**config.mk**
```make
export PLATFORM = sky130hd
export DESIGN_NAME = snow64_icache_mem_responder
export DESIGN_NICKNAME = d
export VERILOG_FILES = /design/src/rtl/snow64_icache_mem_responder_pkg.sv /design/src/rtl/snow64_icache_line_assembler.sv /design/src/rtl/snow64_icache_mem_responder.sv
export SDC_FILE = /design/constraint.sdc
export NUM_CORES = 1
export LEC_CHECK = 0
export ABC_AREA = 1
export BUFFER_PORTS_ARGS = -buffer_cell sky130_fd_sc_hd__buf_4
export CAP_MARGIN = 30
export CORE_MARGIN = 1.5
export CORE_UTILIZATION = 35
export CTS_CLUSTER_DIAMETER = 40
export DETAILED_ROUTE_END_ITERATION = 16
export PLACE_DENSITY = 0.62
export SLEW_MARGIN = 25
export SYNTH_ARGS = -nofsm -noshare
export SYNTH_HDL_FRONTEND = slang
export SYNTH_SLANG_ARGS = --single-unit
export TNS_END_PERCENT = 10
```
**constraint.sdc**
```tcl
create_clock -name clk -period 3.1 [get_ports clk]
set_input_delay 0.62 -clock clk [delete_from_list [all_inputs] [get_ports clk]]
set_output_delay 0.62 -clock clk [all_outputs]
set_load 0.03 [all_outputs]
```
**src/rtl/snow64_icache_mem_responder_pkg.sv**
```systemverilog
// Shared types for the icache line-fill responder: widths, beat/word types,
// FSM state enum and the partial port structs for the icache and memory sides.
package snow64_icache_mem_responder_pkg;

    localparam int WIDTH__ADDR         = 64;
    localparam int WIDTH__LINE_DATA    = 256;
    localparam int WIDTH__MEM_WORD     = 64;
    localparam int NUM_BEATS           = WIDTH__LINE_DATA / WIDTH__MEM_WORD;
    localparam int MSB_POS__BEAT_INDEX = $clog2(NUM_BEATS) - 1;
    localparam int WIDTH__LINE_OFFSET  = $clog2(WIDTH__LINE_DATA / 8);
    localparam int WIDTH__WORD_OFFSET  = $clog2(WIDTH__MEM_WORD / 8);

    typedef logic [MSB_POS__BEAT_INDEX:0]  BeatIndex;
    typedef logic [WIDTH__MEM_WORD-1:0]    MemWord;
    typedef logic [WIDTH__LINE_DATA-1:0]   LineData;
    typedef logic [WIDTH__ADDR-1:0]        CpuAddr;

    typedef enum logic [1:0] {
        StIdle,
        StIssue,
        StWaitWord,
        StDeliver
    } StateMemResp;

    // Icache-facing side, named from the icache's point of view.
    typedef struct packed {
        logic   req;
        CpuAddr addr;
    } PartialPortOut_InstrCache_MemAccess;

    typedef struct packed {
        logic    valid;
        LineData data;
    } PartialPortIn_InstrCache_MemAccess;

    // Backing-memory side, named from the responder's point of view.
    typedef struct packed {
        logic   req;
        CpuAddr addr;
    } PartialPortOut_MemResp_MemRead;

    typedef struct packed {
        logic   valid;
        MemWord data;
    } PartialPortIn_MemResp_MemRead;

endpackage

```
**src/rtl/snow64_icache_line_assembler.sv**
```systemverilog
// Line register for the icache fill: one memory word is written into the
// selected lane per enabled cycle; the whole line is always visible.
module snow64_icache_line_assembler
    import snow64_icache_mem_responder_pkg::*;
(
    input  logic     clk,
    input  logic     rst_n,
    input  logic     wr_en,
    input  BeatIndex wr_lane,
    input  MemWord   wr_data,
    output LineData  line
);

    // Write the returned word into its lane; other lanes hold their value.
    always_ff @(posedge clk or negedge rst_n) begin
        if (!rst_n) begin
            line <= '0;
        end else if (wr_en) begin
            for (int i = 0; i < NUM_BEATS; i++) begin
                if (wr_lane == BeatIndex'(i)) begin
                    line[i*WIDTH__MEM_WORD +: WIDTH__MEM_WORD] <= wr_data;
                end
            end
        end
    end

endmodule

```
**src/rtl/snow64_icache_mem_responder.sv**
```systemverilog
// Icache line-fill responder: takes a line request, reads the line from the
// backing memory one word at a time, and returns it as a single-cycle pulse.
// Optional: SNOW64_ICACHE_RESP_CRITICAL_WORD_FIRST_EN starts the fetch at the
// requested word (addr[4:3]) and wraps; the assembled line is the same.
module snow64_icache_mem_responder
    import snow64_icache_mem_responder_pkg::*;
(
    input  logic                        clk,
    input  logic                        rst_n,
    input  logic                        in_icache_req,
    input  logic [WIDTH__ADDR-1:0]      in_icache_addr,
    output logic                        out_icache_valid,
    output logic [WIDTH__LINE_DATA-1:0] out_icache_data,
    output logic                        out_mem_req,
    output logic [WIDTH__ADDR-1:0]      out_mem_addr,
    input  logic                        in_mem_valid,
    input  logic [WIDTH__MEM_WORD-1:0]  in_mem_data
);

    localparam CpuAddr LINE_OFFSET_MASK = CpuAddr'(WIDTH__LINE_DATA / 8 - 1);
    localparam logic [WIDTH__WORD_OFFSET-1:0] WORD_OFFSET_ZERO = '0;

    PartialPortOut_InstrCache_MemAccess icache_req_in;
    PartialPortIn_InstrCache_MemAccess  icache_resp_out;
    PartialPortOut_MemResp_MemRead      mem_rd_out;
    PartialPortIn_MemResp_MemRead       mem_rd_in;

    StateMemResp state, next_state;
    CpuAddr      base_addr;
    BeatIndex    beat, start_word, word_index;
    LineData     line_data;
    logic        latch_req, beat_inc, lane_wr, resp_valid;

    assign icache_req_in    = {in_icache_req, in_icache_addr};
    assign mem_rd_in        = {in_mem_valid, in_mem_data};
    assign icache_resp_out  = {resp_valid, line_data};
    assign out_icache_valid = icache_resp_out.valid;
    assign out_icache_data  = icache_resp_out.data;
    assign out_mem_req      = mem_rd_out.req;
    assign out_mem_addr     = mem_rd_out.addr;

`ifdef SNOW64_ICACHE_RESP_CRITICAL_WORD_FIRST_EN
    assign start_word = base_addr[WIDTH__LINE_OFFSET-1:WIDTH__WORD_OFFSET];
`else
    assign start_word = '0;
`endif

    // Word order follows the beat counter from the start word, wrapping mod NUM_BEATS.
    assign word_index = start_word + beat;

    // State register; reset abandons any fetch in flight.
    always_ff @(posedge clk or negedge rst_n) begin
        if (!rst_n) begin
            state <= StIdle;
        end else begin
            state <= next_state;
        end
    end

    // Beat counter: cleared on accepting a request, advanced per returned word.
    always_ff @(posedge clk or negedge rst_n) begin
        if (!rst_n) begin
            beat <= '0;
        end else if (latch_req) begin
            beat <= '0;
        end else if (beat_inc) begin
            beat <= beat + 1'b1;
        end
    end

    // Request address capture; low bits are masked when forming beat addresses.
    always_ff @(posedge clk) begin
        if (latch_req) begin
            base_addr <= icache_req_in.addr;
        end
    end

    // Next-state and output decode; requests and memory returns outside
    // their accepting state fall through to the defaults and are dropped.
    always_comb begin
        next_state = state;
        latch_req  = 1'b0;
        beat_inc   = 1'b0;
        lane_wr    = 1'b0;
        resp_valid = 1'b0;
        mem_rd_out = '0;
        case (state)
            StIdle: begin
                if (icache_req_in.req) begin
                    latch_req  = 1'b1;
                    next_state = StIssue;
                end
            end
            StIssue: begin
                mem_rd_out.req  = 1'b1;
                mem_rd_out.addr = (base_addr & ~LINE_OFFSET_MASK)
                                | CpuAddr'({word_index, WORD_OFFSET_ZERO});
                next_state      = StWaitWord;
            end
            StWaitWord: begin
                if (mem_rd_in.valid) begin
                    lane_wr = 1'b1;
                    if (beat == BeatIndex'(NUM_BEATS - 1)) begin
                        next_state = StDeliver;
                    end else begin
                        beat_inc   = 1'b1;
                        next_state = StIssue;
                    end
                end
            end
            StDeliver: begin
                resp_valid = 1'b1;
                next_state = StIdle;
            end
            default: begin
                next_state = StIdle;
            end
        endcase
    end

    snow64_icache_line_assembler u_line_assembler (
        .clk     (clk),
        .rst_n   (rst_n),
        .wr_en   (lane_wr),
        .wr_lane (word_index),
        .wr_data (mem_rd_in.data),
        .line    (line_data)
    );

endmodule

```
==> summary.md <==
| Metric | Value |
|---|---|
| Final setup violation count | 0 |
| Crit Reg-Reg Startpoint | beat[0] |
| Pwr Total | approximately 21 mW |
| CP max FO | 32 |
| Rows | 70 |
| EDFF count, synth | about 60 |
| Buffers on Ports | approximately 450 |
| Total wire length | between 40 and 50 mm |
| GR Util met3 | under 10% |
| CTS tree | done |
| WL/cell | 18.6 µm |
| Worst slew pin tran | 903 ps |
| CTS sink count | roughly 320 |
| Total track usage | 22.0% |
| Post-route clock skew | between 10 and 15 ps |
| R2R setup slack | about 1100 ps |
| R2r endpoint | u_line_assembler.line[48] |
| DRT iter0 DRCs | ~710 |
| Pins Over Slew Limit | 0 |
| Static leakage | 9.88 nW |
| Die ar. | 38000 µm² |
| Antenna cell count | 0 |
| First-pass detailed-route iteration total | 5 |
| Power density over the cells | 1170 nW/µm² |
| Final Hold Fails | 0 |
| P_sw | ~9 mW |
| Post-DP HPWL | 27.0 mm |
| CTS HTree Levels | 2 |
| Vias per inst | roughly 4.8 |
| Yosys cell types | 17 |
| Vias in the first global route | around 11000 |
| Setup CP Type | register to output pin |
| Initial antenna violation count | 0 |
| GRT Max-Usage Layer | met2 |
| Die Ht | between 150 and 200 µm |
| Largest net degree at the start of global routing | 175 |
| Final setup TNS | 0 ps |
| Crit path to | out_mem_addr[36] |
| CP startpoint | state[1] |
| Relative slew slack | just under 40% |
| Root Buffer Master | clkbuf_16 |
| Final RePlAce weighted congestion | between 0.8 and 0.9 |
| Synth Instances | 1333 |
| Synth area leader | dfrtp_1 |
| Most frequent cells after synthesis | 519 x nand2_1, 261 x nand3_1, 260 x dfrtp_1, 67 x inv_1, 63 x nor2_1 |
| Die Wd | between 150 and 200 µm |
| Top_reg_cell synth | dfrtp_1 |
| Core area | ~36000 µm² |
| Post-synth top area share | about half |
| Comb pwr share | 42.4% |
| IO Count | approximately 450 |
| CTS buffer count | 48 |
| Routing usage on met2 | between 30 and 40% |
| Most common cell in the netlist | nand2_1 |
| Mapped Area | roughly 13000 µm² |
| Share of layout cells above drive strength 1 | between 30% and 40% |
| Maximum clock rate | between 300 and 400 MHz |
| M1 GR Usage | roughly 28% |
| Crit start category | register |
| R2r worst-path depth | 5 |
| Seq/Total Area, Yosys | approximately 64% |
| RSZ-0062 raised after global routing | no |
| Global route total overflow | 0 |
| Cell Int Power | around 12 mW |
| Status | finished clean |
| Starting Density | between 30% and 40% |
| HP Class | primary input to register |
| Number of nets with antenna violations after routing | 0 |
| Seq cells post-synth | 319 |
| VDD IR max | approximately 0.61 mV |
| Asr flop ratio synth | roughly 82% |
| First-pass GRT wire length | roughly 65 mm |
| Routed vias | about 11000 |
| Worst path required time | approximately 2500 ps |
| Switching part of the total | a little over two fifths |
| Nature of the critical path endpoint | output pin |
| Part of the cycle the worst path needs | 88.9% |
| Clock share of power | 26.1% |
| Clock transition at path regs | ~60 ps |
| Minimum clock period | ~2800 ps |
| Clk_lat worst skew | 570 ps |
| Final nets | around 1900 |
| Clk buf depth | 3 |
| Top cells by area, synth | dfrtp_1 50%, nand2_1 15%, edfxtp_1 14% |
| Post-CTS Setup Bufs | 0 |
| WP data arrival | between 2000 and 2500 ps |
| Post-synthesis area per instance | approximately 9.7 µm² |
| Max_cap viols | 0 |
| Area grow syn2layout | 39.8% |
| Sequential group share of total power | a little under a third |
| Synth warn | 0 |
| Drt drc | 0 |
-- critical path, cell delays in order (launching register included) --
cell and delay, ps:
dfrtp_1 390, inv_1 150, nand2_2 350, buf_4 350, nor2_1 140, buf_4 180
-- through the flow --
step                      cell area (µm²)  utilization, %  cells  hold slack (ps)  worst slack, ps
after floorplan                     12900               -   1335              324              732
after global placement              16400            44.9   2175              463              949
after detailed placement            16400            44.9   2175              466              908
after CTS                           18000            49.4   2263              186              296
after global routing                18000            49.4   2263              200              152
final                               18000            49.4   2263              222              344
-- registers in the layout, summed over array words and instances (netlist names) --
| name | flops |
|---|---|
| base_addr | 59 |
| beat | 2 |
| state | 2 |
| u_line_assembler.line | 256 |
-- power groups by stage --
stage	clock (mW)	combinational, mW	sequential, mW
after floorplan	0	2.81	9.15
after global placement	0	8.90	6.64
after detailed placement	0	8.97	6.67
after global routing	5.77	9.48	6.81
final	5.49	8.92	6.64
after CTS	5.60	9.00	6.63
-- layer usage --
layer | vias to the layer above | share of wire [%]
met4 | 0 | 3.8
met3 | 93 | 7.9
met1 | 5285 | 41
li1 | 5100 | -
met5 | - | 0
met2 | 490 | 47
-- worst min-delay path by stage --
stage                               start                          to  slack (ps)  depth (start not counted)
3_3_place_gp    u_line_assembler.line[42]   u_line_assembler.line[42]         460                          2
4_1_cts                in_icache_addr[10]               base_addr[10]         190                          1
2_1_floorplan                       rst_n                     beat[0]         320                          0
6_report               in_icache_addr[51]               base_addr[51]         220                          1
5_1_grt                in_icache_addr[10]               base_addr[10]         200                          1
3_5_place_dp   u_line_assembler.line[253]  u_line_assembler.line[253]         470                          2
-- cell families after synthesis --
group / Yosys count / share of synthesized area, %
and+or+nand+nor: 849 / 27.6
DFF: 319 / 64.2
buffers and inverters: 158 / 7.69
adders and majority gates: 4 / 0.388
AOI/OAI and AO/OA: 2 / 0.0777
other: 1 / 0.0291
-- repair_timing --
item                       4_1_cts  5_1_grt
resized for setup                0        0
setup endpoints to repair        0        0
hold buffers                     1        0
hold endpoints to repair        10        0
-- final cells by class --
class / instances / area (µm²)
fill: 3376 / 18400
sequential: 319 / 8280
multi-input combinational: 858 / 3680
timing repair buffer: 463 / 3570
clock buffer: 58 / 1300
tap: 468 / 586
clock inverter: 29 / 345
inverter: 68 / 255
-- layout by cell type (no fill, tap or decap), drive strengths merged --
cell type / Yosys / final
nand3: 265 / 265
buf: 59 / 462
o21ai: 2 / 2
inv: 68 / 74
conb: 1 / 3
dfrtp: 260 / 260
clkbuf: 31 / 58
clkinv: 0 / 13
nor2: 65 / 65
clkinvlp: 0 / 5
ha: 4 / 4
dlygate4sd3: 0 / 1
edfxtp: 59 / 59
nand2: 519 / 519
bufinv: 0 / 5
Note: power is estimated with default switching activity, not from simulation.
